`src/rtl/melody_sequencer_if.sv`:
```
// Key input and melody outputs shared between the sequencer and its consumer.
interface melody_sequencer_if #(
  parameter int unsigned W = 8
);
  logic         key1;
  logic         key_press;
  logic         busy;
  logic         tone_en;
  logic [W-1:0] half_period;
  logic [2:0]   step_idx;

  modport master (
    output key1,
    input  key_press, busy, tone_en, half_period, step_idx
  );

  modport slave (
    input  key1,
    output key_press, busy, tone_en, half_period, step_idx
  );
endinterface

```
`src/rtl/melody_sequencer.sv`:
```
// Debounced key starts/aborts playback of a fixed 8-step melody ROM on a tempo grid.
module melody_sequencer #(
  parameter int unsigned CLK_REF  = 5000,
  parameter int unsigned NOTE_MIN = 21,
  parameter int unsigned TEMP     = 8,
  parameter int unsigned DEBOUNCE = 16,
  parameter int unsigned GAP_CYC  = 50,
  parameter int unsigned LOOP     = 0
) (
  input logic               clk,
  input logic               rst,
  melody_sequencer_if.slave bus
);

  localparam int unsigned WIDTH_NOTE_MIN = $clog2(CLK_REF / NOTE_MIN);
  localparam int unsigned RANG_TEMP      = CLK_REF * 4 / TEMP;
  localparam int unsigned DUR_W          = $clog2(2 * RANG_TEMP + 1);
  localparam int unsigned DB_W           = $clog2(DEBOUNCE + 1);

  // Half-periods of the three pitches used by the ROM, truncated.
  localparam int unsigned HP_E = CLK_REF / (2 * 330);
  localparam int unsigned HP_D = CLK_REF / (2 * 294);
  localparam int unsigned HP_C = CLK_REF / (2 * 262);

  localparam logic [DUR_W-1:0] GAP_LAST = DUR_W'(GAP_CYC - 1);
  localparam logic [DB_W-1:0]  DB_LAST  = DB_W'(DEBOUNCE - 1);

  if (((HP_E >> WIDTH_NOTE_MIN) != 0) || ((HP_D >> WIDTH_NOTE_MIN) != 0) ||
      ((HP_C >> WIDTH_NOTE_MIN) != 0)) begin : g_hp_range
    $error("melody_sequencer: ROM half-period does not fit WIDTH_NOTE_MIN");
  end

  typedef enum logic [1:0] {
    S_IDLE = 2'd0,
    S_PLAY = 2'd1,
    S_GAP  = 2'd2
  } state_t;

  // ROM pitch column, stored as half-periods (0 = rest).
  function automatic logic [WIDTH_NOTE_MIN-1:0] hp_of(input logic [2:0] s);
    case (s)
      3'd0, 3'd4, 3'd5, 3'd6: hp_of = WIDTH_NOTE_MIN'(HP_E);
      3'd1, 3'd3:             hp_of = WIDTH_NOTE_MIN'(HP_D);
      3'd2:                   hp_of = WIDTH_NOTE_MIN'(HP_C);
      default:                hp_of = '0;
    endcase
  endfunction

  // ROM length column, as the last duration-counter value of the step.
  function automatic logic [DUR_W-1:0] play_last(input logic [2:0] s);
    if (s == 3'd6) play_last = DUR_W'(2 * RANG_TEMP - 1);
    else           play_last = DUR_W'(RANG_TEMP - 1);
  endfunction

  logic                      key_s1, key_s2, key_db, key_db_d;
  logic [DB_W-1:0]           db_cnt;
  logic                      key_press_q;

  state_t                    state;
  logic [DUR_W-1:0]          dur;
  logic                      busy_q, tone_q;
  logic [WIDTH_NOTE_MIN-1:0] hp_q;
  logic [2:0]                step_q;

  logic [2:0]                next_step;
  logic [WIDTH_NOTE_MIN-1:0] next_hp;
  logic                      last_step;

  // Step 7 wraps to 0, which is exactly the looping successor.
  assign next_step = step_q + 3'd1;
  assign next_hp   = hp_of(next_step);
  assign last_step = (step_q == 3'd7);

  // Synchronise the raw key, debounce it and pulse on the debounced falling edge.
  always_ff @(posedge clk or posedge rst) begin
    if (rst) begin
      key_s1      <= 1'b1;
      key_s2      <= 1'b1;
      key_db      <= 1'b1;
      key_db_d    <= 1'b1;
      db_cnt      <= '0;
      key_press_q <= 1'b0;
    end else begin
      key_s1      <= bus.key1;
      key_s2      <= key_s1;
      key_db_d    <= key_db;
      key_press_q <= key_db_d & ~key_db;
      if (key_s2 == key_db) begin
        db_cnt <= '0;
      end else if (db_cnt == DB_LAST) begin
        key_db <= key_s2;
        db_cnt <= '0;
      end else begin
        db_cnt <= db_cnt + DB_W'(1);
      end
    end
  end

  // Playback FSM with registered outputs; a press while busy aborts to idle.
  always_ff @(posedge clk or posedge rst) begin
    if (rst) begin
      state  <= S_IDLE;
      dur    <= '0;
      busy_q <= 1'b0;
      tone_q <= 1'b0;
      hp_q   <= '0;
      step_q <= '0;
    end else begin
      case (state)
        S_IDLE: begin
          if (key_press_q) begin
            state  <= S_PLAY;
            dur    <= '0;
            busy_q <= 1'b1;
            step_q <= 3'd0;
            hp_q   <= hp_of(3'd0);
            tone_q <= (hp_of(3'd0) != '0);
          end
        end
        S_PLAY: begin
          if (key_press_q) begin
            state  <= S_IDLE;
            dur    <= '0;
            busy_q <= 1'b0;
            tone_q <= 1'b0;
            hp_q   <= '0;
            step_q <= '0;
          end else if (dur == play_last(step_q)) begin
            state  <= S_GAP;
            dur    <= '0;
            tone_q <= 1'b0;
          end else begin
            dur <= dur + DUR_W'(1);
          end
        end
        S_GAP: begin
          if (key_press_q || (dur == GAP_LAST && last_step && LOOP == 0)) begin
            state  <= S_IDLE;
            dur    <= '0;
            busy_q <= 1'b0;
            tone_q <= 1'b0;
            hp_q   <= '0;
            step_q <= '0;
          end else if (dur == GAP_LAST) begin
            state  <= S_PLAY;
            dur    <= '0;
            step_q <= next_step;
            hp_q   <= next_hp;
            tone_q <= (next_hp != '0);
          end else begin
            dur <= dur + DUR_W'(1);
          end
        end
        default: begin
          state  <= S_IDLE;
          dur    <= '0;
          busy_q <= 1'b0;
          tone_q <= 1'b0;
          hp_q   <= '0;
          step_q <= '0;
        end
      endcase
    end
  end

  assign bus.key_press   = key_press_q;
  assign bus.busy        = busy_q;
  assign bus.tone_en     = tone_q;
  assign bus.half_period = hp_q;
  assign bus.step_idx    = step_q;

endmodule

```
`src/flat_wrapper.sv`:
```
// flat-port wrapper written by rule: the top's interface ports become plain ports
module melody_sequencer_flat 
#(
  parameter int unsigned CLK_REF  = 5000,
  parameter int unsigned NOTE_MIN = 21,
  parameter int unsigned TEMP     = 8,
  parameter int unsigned DEBOUNCE = 16,
  parameter int unsigned GAP_CYC  = 50,
  parameter int unsigned LOOP     = 0
)
  (clk, rst, bus_key1, bus_key_press, bus_busy, bus_tone_en, bus_half_period, bus_step_idx);
  melody_sequencer_if #(.W(8)) bus_i ();
  input logic clk;
  input logic rst;
  input wire logic [$bits(bus_i.key1)-1:0] bus_key1;
  output wire logic [$bits(bus_i.key_press)-1:0] bus_key_press;
  output wire logic [$bits(bus_i.busy)-1:0] bus_busy;
  output wire logic [$bits(bus_i.tone_en)-1:0] bus_tone_en;
  output wire logic [$bits(bus_i.half_period)-1:0] bus_half_period;
  output wire logic [$bits(bus_i.step_idx)-1:0] bus_step_idx;
  assign bus_i.key1 = bus_key1;
  assign bus_key_press = bus_i.key_press;
  assign bus_busy = bus_i.busy;
  assign bus_tone_en = bus_i.tone_en;
  assign bus_half_period = bus_i.half_period;
  assign bus_step_idx = bus_i.step_idx;
  melody_sequencer #(.CLK_REF(CLK_REF), .NOTE_MIN(NOTE_MIN), .TEMP(TEMP), .DEBOUNCE(DEBOUNCE), .GAP_CYC(GAP_CYC), .LOOP(LOOP)) u_core (.clk(clk), .rst(rst), .bus(bus_i));
endmodule
```
`config.mk`:
```
export PLATFORM = sky130hd
export DESIGN_NAME = melody_sequencer_flat
export DESIGN_NICKNAME = d
export VERILOG_FILES = /design/src/rtl/melody_sequencer_if.sv /design/src/rtl/melody_sequencer.sv /design/src/flat_wrapper.sv
export SDC_FILE = /design/constraint.sdc
export NUM_CORES = 1
export LEC_CHECK = 0
export ABC_AREA = 1
export BUFFER_PORTS_ARGS = -buffer_cell sky130_fd_sc_hd__buf_2
export CORE_ASPECT_RATIO = 0.6
export CORE_MARGIN = 1.5
export CORE_UTILIZATION = 34
export CTS_BUF_LIST = sky130_fd_sc_hd__clkbuf_4
export DETAILED_ROUTE_END_ITERATION = 6
export PLACE_DENSITY = 0.6
export RECOVER_POWER = 25
export SLEW_MARGIN = 20
export SYNTH_ARGS = -nofsm -noshare
export SYNTH_HDL_FRONTEND = slang
export SYNTH_SLANG_ARGS = --single-unit
```
`constraint.sdc`:
```
create_clock -name clk -period 1.35 [get_ports clk]
set_input_delay 0.27 -clock clk [delete_from_list [all_inputs] [get_ports clk]]
set_output_delay 0.27 -clock clk [all_outputs]
set_load 0.1 [all_outputs]
```
==> flow_metrics.tcl <==
set metrics [dict create \
    cts_sinks 33 \
    grt_max_degree 34 \
    initialDrtViolationCount 83 \
    setup_ws_ns -0.2421 \
    dr_total_vias 1906 \
    switching_share_pct 49.20 \
    reg2reg_from "u_core.dur[0]" \
    hp-start "u_core.key_s1" \
    drive_gt1_share_pct 44.91 \
    clock_skew_ns 0.005258 \
    period_share_pct 117.9 \
    ys_types 32 \
    synth_edf_count 0 \
    cp-end-kind "flip-flop" \
    cts_tree "done" \
    path_clk_slew_ns 0.12 \
    h-tree-depth 2 \
    path_class "flip-flop to flip-flop" \
    p_clk_share_pct 13.4 \
    startpoint_type "flip-flop" \
    p_seq_share_pct 22.4 \
    violations "setup timing" \
    numPlacedInstances 393 \
    arrival_ns 1.87 \
    final_antenna_net_count 0 \
    p_int_uw 2984 \
    async_flop_share_pct 100.0 \
    diodes 0 \
    hp-class "flip-flop to flip-flop" \
    grt_use_total_pct 17.20 \
    insertion_delay_ns 0.34 \
    min_period_ns 1.592 \
    vdd_drop_max_mv 1.359 \
    ys_seq_area_share_pct 40.00 \
    ys_ff_latch 33 \
    final_common_cell "nand2_1" \
    power_switching_uw 2891 \
    synthesis.area_um2 2077 \
    p_leak_uw 0.001538 \
    slew_violations 0 \
    core-area_um2 5728 \
    yosys_warnings 0 \
    relSlewSlack_pct 49.96 \
    post_drt_via_cell_ratio 4.604 \
    p_per_area_nw_per_um2 1859 \
    synthCells 265 \
    setup_tns_ns -4.322 \
    routed_wl_um 5487 \
    synth-main-ff-cell "dfrtp_1" \
    placement.io_buffers 12 \
    dp_hpwl_um 3736 \
    area_growth_pct 52.17 \
    hold_viol_final 0 \
    grt_pass1_wl_um 8804 \
    die_area_um2 6602 \
    fp.dieW_um 103.9 \
    critPathMaxFanout 4 \
    wl_per_cell_um 13.25 \
    layout_common_cells "nand2_1, buf_4, inv_1" \
    timing.fmax_ghz 0.6281 \
    root_buffer "clkbuf_4" \
    status "complete, but fails checks" \
    required_ns 1.63 \
    layoutNonFillerInstCount 414 \
    antenna_found_initial 0 \
    gp_congestion 0.8743 \
    initial_core_util_pct 36.26 \
    rsz0062_at_grt "true" \
    pin_count 17 \
    die_h_um 63.54 \
    setup_violations 27 \
    worstMarginPinSlew_ns 0.7506 \
    dr.pass1.iters 4 \
    combPwrFrac_pct 64.2 \
    grt_overflow 0 \
    drv_cap 0 \
    avgSynthCellArea_um2 7.838 \
    numCtsBuffers 5 \
    nets 348 \
    fp-row-count 21 \
    clockBufferDepth 2 \
    drcViolationCount 0 \
    cp-startpoint "u_core.dur[0]" \
    grt_pass1_vias 1798 \
]
==> registers in the layout, summed over array words and instances (netlist names) <==
register,flops
u_core.bus.busy,1
u_core.bus.half_period,3
u_core.bus.key_press,1
u_core.bus.step_idx,3
u_core.bus.tone_en,1
u_core.db_cnt,5
u_core.dur,13
u_core.key_db,1
u_core.key_db_d,1
u_core.key_s1,1
u_core.key_s2,1
u_core.state,2
==> critical path, stage by stage, from the launching register on <==
cell     delay [ns]
dfrtp_1        0.46
buf_6          0.15
ha_4           0.15
nand2_2        0.08
nor2_4         0.05
buf_4          0.13
nand3_2        0.08
nand2_4        0.07
or2_1          0.23
o21ai_2        0.12
==> logic make-up after synthesis <==
| group | share of synthesized area (%) |
|---|---|
| buffers and inverters | 10.96 |
| multiplexers | 0.5421 |
| XOR/XNOR | 3.374 |
| AO/OA/AOI/OAI | 6.024 |
| adder cells (fa/ha/maj) | 7.229 |
| AND/OR/NAND/NOR | 31.69 |
| flip-flops | 40.00 |
| other | 0.1805 |
==> power by group through the flow <==
| stage | clock (uW) | sequential [uW] | combinational, uW |
|---|---|---|---|
| finish | 787 | 1320 | 3770 |
| global route | 859 | 1330 | 4010 |
| CTS | 810 | 1310 | 3300 |
| detailed placement | 0 | 1330 | 3050 |
| global placement | 0 | 1320 | 3040 |
| floorplan | 0 | 1900 | 1370 |
==> worst paths after layout <==
kind | end | slack, ns | depth (start not counted)
setup / recovery | u_core.bus.half_period[3] | -0.24 | 9
hold / removal | u_core.key_s2 | 0.37 | 0
setup reg to reg | u_core.bus.half_period[3] | -0.24 | 9
hold reg to reg | u_core.key_s2 | 0.37 | 0
max in group asynchronous | u_core.bus.step_idx[1] | 0.14 | 4
min in group asynchronous | u_core.dur[11] | 0.66 | 4
==> cell usage after synthesis (2+ instances only) <==
master | n | share of area (%)
nand2_4 | 3 | 1.6
nand2_1 | 66 | 12
buf_6 | 3 | 1.6
nand2_2 | 3 | 0.90
nand3_2 | 4 | 1.9
nand3b_1 | 2 | 0.72
o21ai_1 | 9 | 2.2
xor2_1 | 6 | 2.5
inv_2 | 4 | 0.72
nand3_1 | 21 | 5.1
nor2_1 | 24 | 4.3
dfrtp_1 | 29 | 35
o21ai_0 | 10 | 2.4
xnor2_1 | 2 | 0.84
nor2_2 | 7 | 2.1
a21oi_1 | 3 | 0.72
nand4_1 | 4 | 1.2
buf_4 | 6 | 2.2
ha_1 | 12 | 7.2
dfstp_2 | 4 | 5.1
inv_1 | 32 | 5.8
==> layer usage <==
metal	share of wire, %	GRT usage (%)
met3	6.8	3.830
met5	0	0
met2	44	23.92
met1	49	26.61
met4	0.24	3.646
==> final cells by class <==
type                       count  area (um^2)
tap                           80        100.1
clock buffer                   5        37.54
sequential                    33        845.8
multi-input combinational    189         1329
inverter                      37        153.9
clock inverter                 3        46.29
timing repair buffer          67        648.1
fill                         528         2567
==> stage by stage <==
stage          util (%)  cell area, um^2  hold slack [ns]  total power (uW)  setup slack (ns)
6_report          55.18             3161           0.3652              5875           -0.2421
5_1_grt           55.18             3161           0.3738              6203           -0.3098
4_1_cts           51.22             2934           0.3679              5414           -0.2081
3_5_place_dp      47.34             2711           0.3264              4377           -0.2933
3_3_place_gp      47.34             2711           0.3258              4361           -0.1948
2_1_floorplan         -             2167           0.2745              3273           -0.3316
==> repair_timing <==
action,in CTS,in global routing
gates resized for setup,17,45
hold endpoints to repair,30,0
setup endpoints to repair,29,29
buffers inserted,4,6
hold buffers,2,0
gates cloned,1,0
pin swaps,4,18
(Power assumes the default switching activity.)
